## src/rtl/matrix_scan_ctrl.sv

```systemverilog
// Five-column multiplexed display scanner with a double-buffered frame input.
// Define MATRIX_BLANK_EN to insert BLANK_CYCLES dark cycles between columns.
module matrix_scan_ctrl #(
    parameter int PRESCALE     = 1000,
    parameter int BLANK_CYCLES = 8
) (
    input  logic        clk,
    input  logic        rst_n,
    input  logic        frame_valid,
    input  logic [29:0] frame_data,
    output logic        frame_ready,
    output logic [5:0]  code,
    output logic [4:0]  col_sel,
    output logic        blank,
    output logic        frame_done
);

    // One counter times both SCAN and BLANK, so it is sized for the longer one.
    localparam int CNT_MAX = (PRESCALE > BLANK_CYCLES) ? PRESCALE : BLANK_CYCLES;
    localparam int CNT_W   = $clog2(CNT_MAX);

    typedef enum logic [1:0] {
        S_IDLE  = 2'd0,
        S_SCAN  = 2'd1
`ifdef MATRIX_BLANK_EN
        ,
        S_BLANK = 2'd2
`endif
    } state_t;

    state_t             state, state_nxt;
    logic [2:0]         col, col_nxt;
    logic [CNT_W-1:0]   cnt, cnt_nxt;
    logic [29:0]        active, shadow;
    logic               shadow_full;
    logic               swap;
    logic               done_nxt;
    logic               accept;

    // Handshake: a frame transfers on a rising edge where frame_valid and
    // frame_ready are both 1; frame_ready is just the shadow-empty flop.
    assign frame_ready = !shadow_full;
    assign accept      = frame_valid && !shadow_full;

    always_ff @(posedge clk) begin
        if (!rst_n) begin
            state       <= S_IDLE;
            col         <= 3'd0;
            cnt         <= '0;
            active      <= 30'd0;
            shadow      <= 30'd0;
            shadow_full <= 1'b0;
            frame_done  <= 1'b0;
        end else begin
            state      <= state_nxt;
            col        <= col_nxt;
            cnt        <= cnt_nxt;
            frame_done <= done_nxt;
            if (swap) begin
                active <= shadow;
            end
            // accept and swap are mutually exclusive: one needs the shadow empty, the other full
            if (accept) begin
                shadow      <= frame_data;
                shadow_full <= 1'b1;
            end else if (swap) begin
                shadow_full <= 1'b0;
            end
        end
    end

    always_comb begin
        state_nxt = state;
        col_nxt   = col;
        cnt_nxt   = cnt;
        swap      = 1'b0;
        done_nxt  = 1'b0;
        case (state)
            S_IDLE: begin
                if (shadow_full) begin
                    swap      = 1'b1;
                    col_nxt   = 3'd0;
                    cnt_nxt   = '0;
                    state_nxt = S_SCAN;
                end
            end
            S_SCAN: begin
                if (cnt == CNT_W'(PRESCALE - 1)) begin
                    cnt_nxt = '0;
`ifdef MATRIX_BLANK_EN
                    state_nxt = S_BLANK;
`else
                    if (col == 3'd4) begin
                        col_nxt  = 3'd0;
                        done_nxt = 1'b1;
                        swap     = shadow_full;
                    end else begin
                        col_nxt = col + 3'd1;
                    end
`endif
                end else begin
                    cnt_nxt = cnt + 1'b1;
                end
            end
`ifdef MATRIX_BLANK_EN
            S_BLANK: begin
                if (cnt == CNT_W'(BLANK_CYCLES - 1)) begin
                    cnt_nxt   = '0;
                    state_nxt = S_SCAN;
                    if (col == 3'd4) begin
                        col_nxt  = 3'd0;
                        done_nxt = 1'b1;
                        swap     = shadow_full;
                    end else begin
                        col_nxt = col + 3'd1;
                    end
                end else begin
                    cnt_nxt = cnt + 1'b1;
                end
            end
`endif
            default: state_nxt = S_IDLE;
        endcase
    end

    // In BLANK col and active are frozen, so code keeps the last column's value.
    always_comb begin
        col_sel = 5'b11111;
        blank   = 1'b1;
        code    = 6'd0;
        case (state)
            S_SCAN: begin
                col_sel = ~(5'b00001 << col);
                blank   = 1'b0;
                code    = active[6*col +: 6];
            end
`ifdef MATRIX_BLANK_EN
            S_BLANK: begin
                code = active[6*col +: 6];
            end
`endif
            default: begin
                col_sel = 5'b11111;
            end
        endcase
    end

endmodule
```

## config.mk

```make
export PLATFORM = sky130hd
export DESIGN_NAME = matrix_scan_ctrl
export DESIGN_NICKNAME = d
export VERILOG_FILES = /design/src/rtl/matrix_scan_ctrl.sv
export SDC_FILE = /design/constraint.sdc
export NUM_CORES = 1
export LEC_CHECK = 0
export ABC_AREA = 1
export CELL_PAD_IN_SITES_DETAIL_PLACEMENT = 2
export CELL_PAD_IN_SITES_GLOBAL_PLACEMENT = 2
export CORE_ASPECT_RATIO = 1.25
export CORE_MARGIN = 3
export CORE_UTILIZATION = 37
export CTS_BUF_LIST = sky130_fd_sc_hd__clkbuf_8
export DETAILED_ROUTE_END_ITERATION = 10
export DONT_BUFFER_PORTS = 1
export PLACE_DENSITY = 0.81
export SLEW_MARGIN = 20
export SYNTH_ARGS = -nofsm -noshare
export SYNTH_HDL_FRONTEND = slang
export SYNTH_SLANG_ARGS = --single-unit
```

## constraint.sdc

```tcl
create_clock -name clk -period 2.2 [get_ports clk]
set_input_delay 0.11 -clock clk [delete_from_list [all_inputs] [get_ports clk]]
set_output_delay 0.11 -clock clk [all_outputs]
set_load 0.03 [all_outputs]
```

==> reports/summary.txt <==
TNS Setup: 0 ns
Leakage: 1.79 nW
Initial antenna violation count: 0
Synthesis-stage register bit count: 76
Sw Pwr: 902 uW
Die width: 93.8 um
Outcome: complete, no violations
Vias in the first global route: 3666
Area grow syn2layout: 18.4%
Comb power frac: 15.4%
NumNets Final: 561
Cell row count: 39
Gp weighted congestion: 0.836
Setup bufs post-CTS: 0
Met2 WL: 5980 um
Antenna diode count: 0
IO Count: 47
Post-synth net total: 528
Hold Crit Endpoint: shadow[18]$_SDFFE_PN0P_
Unrepaired setup endpoints after global routing: false
Max stage delay on crit path: 0.36 ns
Synth area leader: dfxtp_1
Min-delay worst type: primary input to flip-flop
Top routing layer used: met4
Cells after Synth: 489
Design Power: 3.14 mW
# DRC: 0
DR WL/cell: 17.6 um
Final setup viols: 0
CTS root buf: clkbuf_8
Slew Limit Fails: 0
Sequential share of the synthesized area: 42.7%
Core area: 9270 sq um
Synth area leaders: dfxtp_1 (43%), nor2_1 (11%), o21ai_0 (8.3%), nand2_1 (7.6%), nor2_2 (4.4%)
Most frequent cell after synthesis: nor2_1
Tcrit/Tclk final: 87.8%
Largest net degree at the start of global routing: 66
Yosys warning count: 0
Startpoint types: flip-flop
Rel. slew slack: 57.7%
Crit path kind: flip-flop to output port
EDFF count, synth: 0
CP cell instances: inv_1, buf_4, nand4_1, o21ai_0, buf_4
Max FO, Critical Path: 11
Final wirelength: 11400 um
GRT Residual Overflow: 0
Crit-path slowest cell: o21ai_0
Register share of total power: 49.2%
Via/cell ratio: 5.14
CP delay by family, top: buffers and inverters
Pre-Repair DR Iteration Count: 4
Arrival time of the worst setup path: 1.82 ns
Final hold vios: 0
Worst-Skew Late Latency: 0.36 ns
CTS Buf Count: 9
Worst slew pin tran: 0.634 ns
Top-area cell type share of the netlist area: 42.7%
HP Start: frame_data[18]
Top_reg_cell synth: dfxtp_1
Clock slew at reported path FFs: 0.08 ns
Overall Global Routing Usage: 22.5%
Critical Path RT: 2.09 ns
First-pass GRT wire length: 19000 um
Layout cell share with drive strength beyond 1: 14.0%
Hold Path Stages: 2
R2r worst-path depth: 9
CTS tree: yes
Vias: 3342
Post-DRT Antenna Nets: 0
I/O Buffers: 0
Clk sink count: 76
Internal: 2.24 mW
Synthesized cell area: 3570 sq um
Switching share of power: 28.7%
PD cells: 745 nW/um^2
Max Fclk: 0.518 GHz
Peak supply drop: 0.435 mV
Die area: 10900 sq um
Metal3 WL: 352 um
FF-to-FF End: active[19]$_SDFFE_PN0P_
Height of the die: 116 um
Synth cell types: 25
Initial DRC count: 140
Post-synth ARST share: 0%
Reg2reg setup slack: 0.38 ns
CTS max path bufs: 2
Metal1 wirelength: 4730 um
RR Startpoint: col[1]$_SDFFE_PN0P_
Synth cell count leaders: nor2_1 (106), dfxtp_1 (76), nand2_1 (72)
Top cell by count, worst path: buf_4
Synth Area per Inst: 7.29 sq um
Worst path buffer plus inverter count: 3
Clock power frac: 35.4%
Max_cap viols: 0
CTS H-Tree Depth: 3
Setup crit end kind: output port
Initial Utilization: 38.5%
Clk_skew: 0.00750 ns
Final min period: 1.93 ns
DP Wirelength: 7040 um
registers in the layout, indices dropped and copies added (netlist names):
| register | cells |
|---|---|
| cnt | 10 |
| shadow | 30 |
| state | 1 |
| active | 30 |
| col | 3 |
| shadow_full | 1 |
| frame_done | 1 |
layer usage:
layer / vias to the layer above / global-route usage (%)
met5: - / 0
met4: 0 / 10.1
met3: 22 / 4.87
met2: 63 / 40.4
met1: 1634 / 25.5
li1: 1623 / -
metrics by stage:
| stage | worst slack (ns) | hold WS (ns) | cells | utilization (%) | instance area [sq um] |
|---|---|---|---|---|---|
| global route | 0.0836 | 0.0592 | 650 | 45.5 | 4220 |
| CTS | 0.128 | 0.0633 | 650 | 45.5 | 4220 |
| floorplan | 0.452 | 0.277 | 489 | - | 3570 |
| finish | 0.269 | 0.0602 | 650 | 45.5 | 4220 |
| global placement | 0.341 | 0.247 | 603 | 39.8 | 3690 |
| detailed placement | 0.195 | 0.248 | 603 | 39.8 | 3690 |
layout make-up:
cell class | count | area (sq um)
fill | 1079 | 5050
multi-input combinational | 351 | 1740
sequential | 76 | 1520
timing repair buffer | 50 | 470
tap | 123 | 154
clock buffer | 11 | 151
inverter | 34 | 130
clock inverter | 5 | 51.3
power by group through the flow:
stage | Combinational [mW] | Sequential, mW | Clock [mW]
floorplan | 0.334 | 1.56 | 0
global placement | 0.387 | 1.57 | 0
detailed placement | 0.411 | 1.58 | 0
CTS | 0.484 | 1.55 | 1.14
global route | 0.549 | 1.56 | 1.21
finish | 0.485 | 1.55 | 1.11
cell usage in the layout, fill, tap and decap left out:
cell type and instances:
nor2_1 106, dfxtp_1 76, nand2_1 72, o21ai_0 59, inv_1 33, dlygate4sd3_1 30, nand3_1 25, nor2_2 25
buf_4 19, a21oi_1 18, nand3b_1 17, clkbuf_8 11, nor2_4 10, ha_1 6, nor3_1 4, nand4_1 3
clkinv_2 2, inv_2 1, nor4_1 1, nand4_4 1, nand2_2 1, inv_4 1, a31oi_1 1, o21bai_1 1
o21a_1 1, bufinv_16 1, clkinvlp_4 1, buf_16 1
kinds of logic after synthesis:
| group | share of synthesized area [%] |
|---|---|
| compound gates | 11.4 |
| buf+inv | 8.42 |
| fa+ha+maj | 2.11 |
| simple gates | 35.4 |
| flops | 42.7 |
how the worst max path moves through the flow:
stage | end | start | depth (start not counted) | slack [ns]
6_report | code[4] | col[0]$_SDFFE_PN0P_ | 5 | 0.27
5_1_grt | code[3] | col[0]$_SDFFE_PN0P_ | 5 | 0.08
4_1_cts | active[19]$_SDFFE_PN0P_ | col[1]$_SDFFE_PN0P_ | 9 | 0.13
3_5_place_dp | active[18]$_SDFFE_PN0P_ | col[1]$_SDFFE_PN0P_ | 9 | 0.20
3_3_place_gp | active[23]$_SDFFE_PN0P_ | col[1]$_SDFFE_PN0P_ | 9 | 0.34
2_1_floorplan | active[10]$_SDFFE_PN0P_ | col[0]$_SDFFE_PN0P_ | 12 | 0.45
repair_timing:
action,in CTS,in global routing
setup endpoints to repair,0,2
resized for setup,0,2
hold buffers,31,0
endpoints found under the hold margin,65,0
Power figures use the tool's default switching activity.
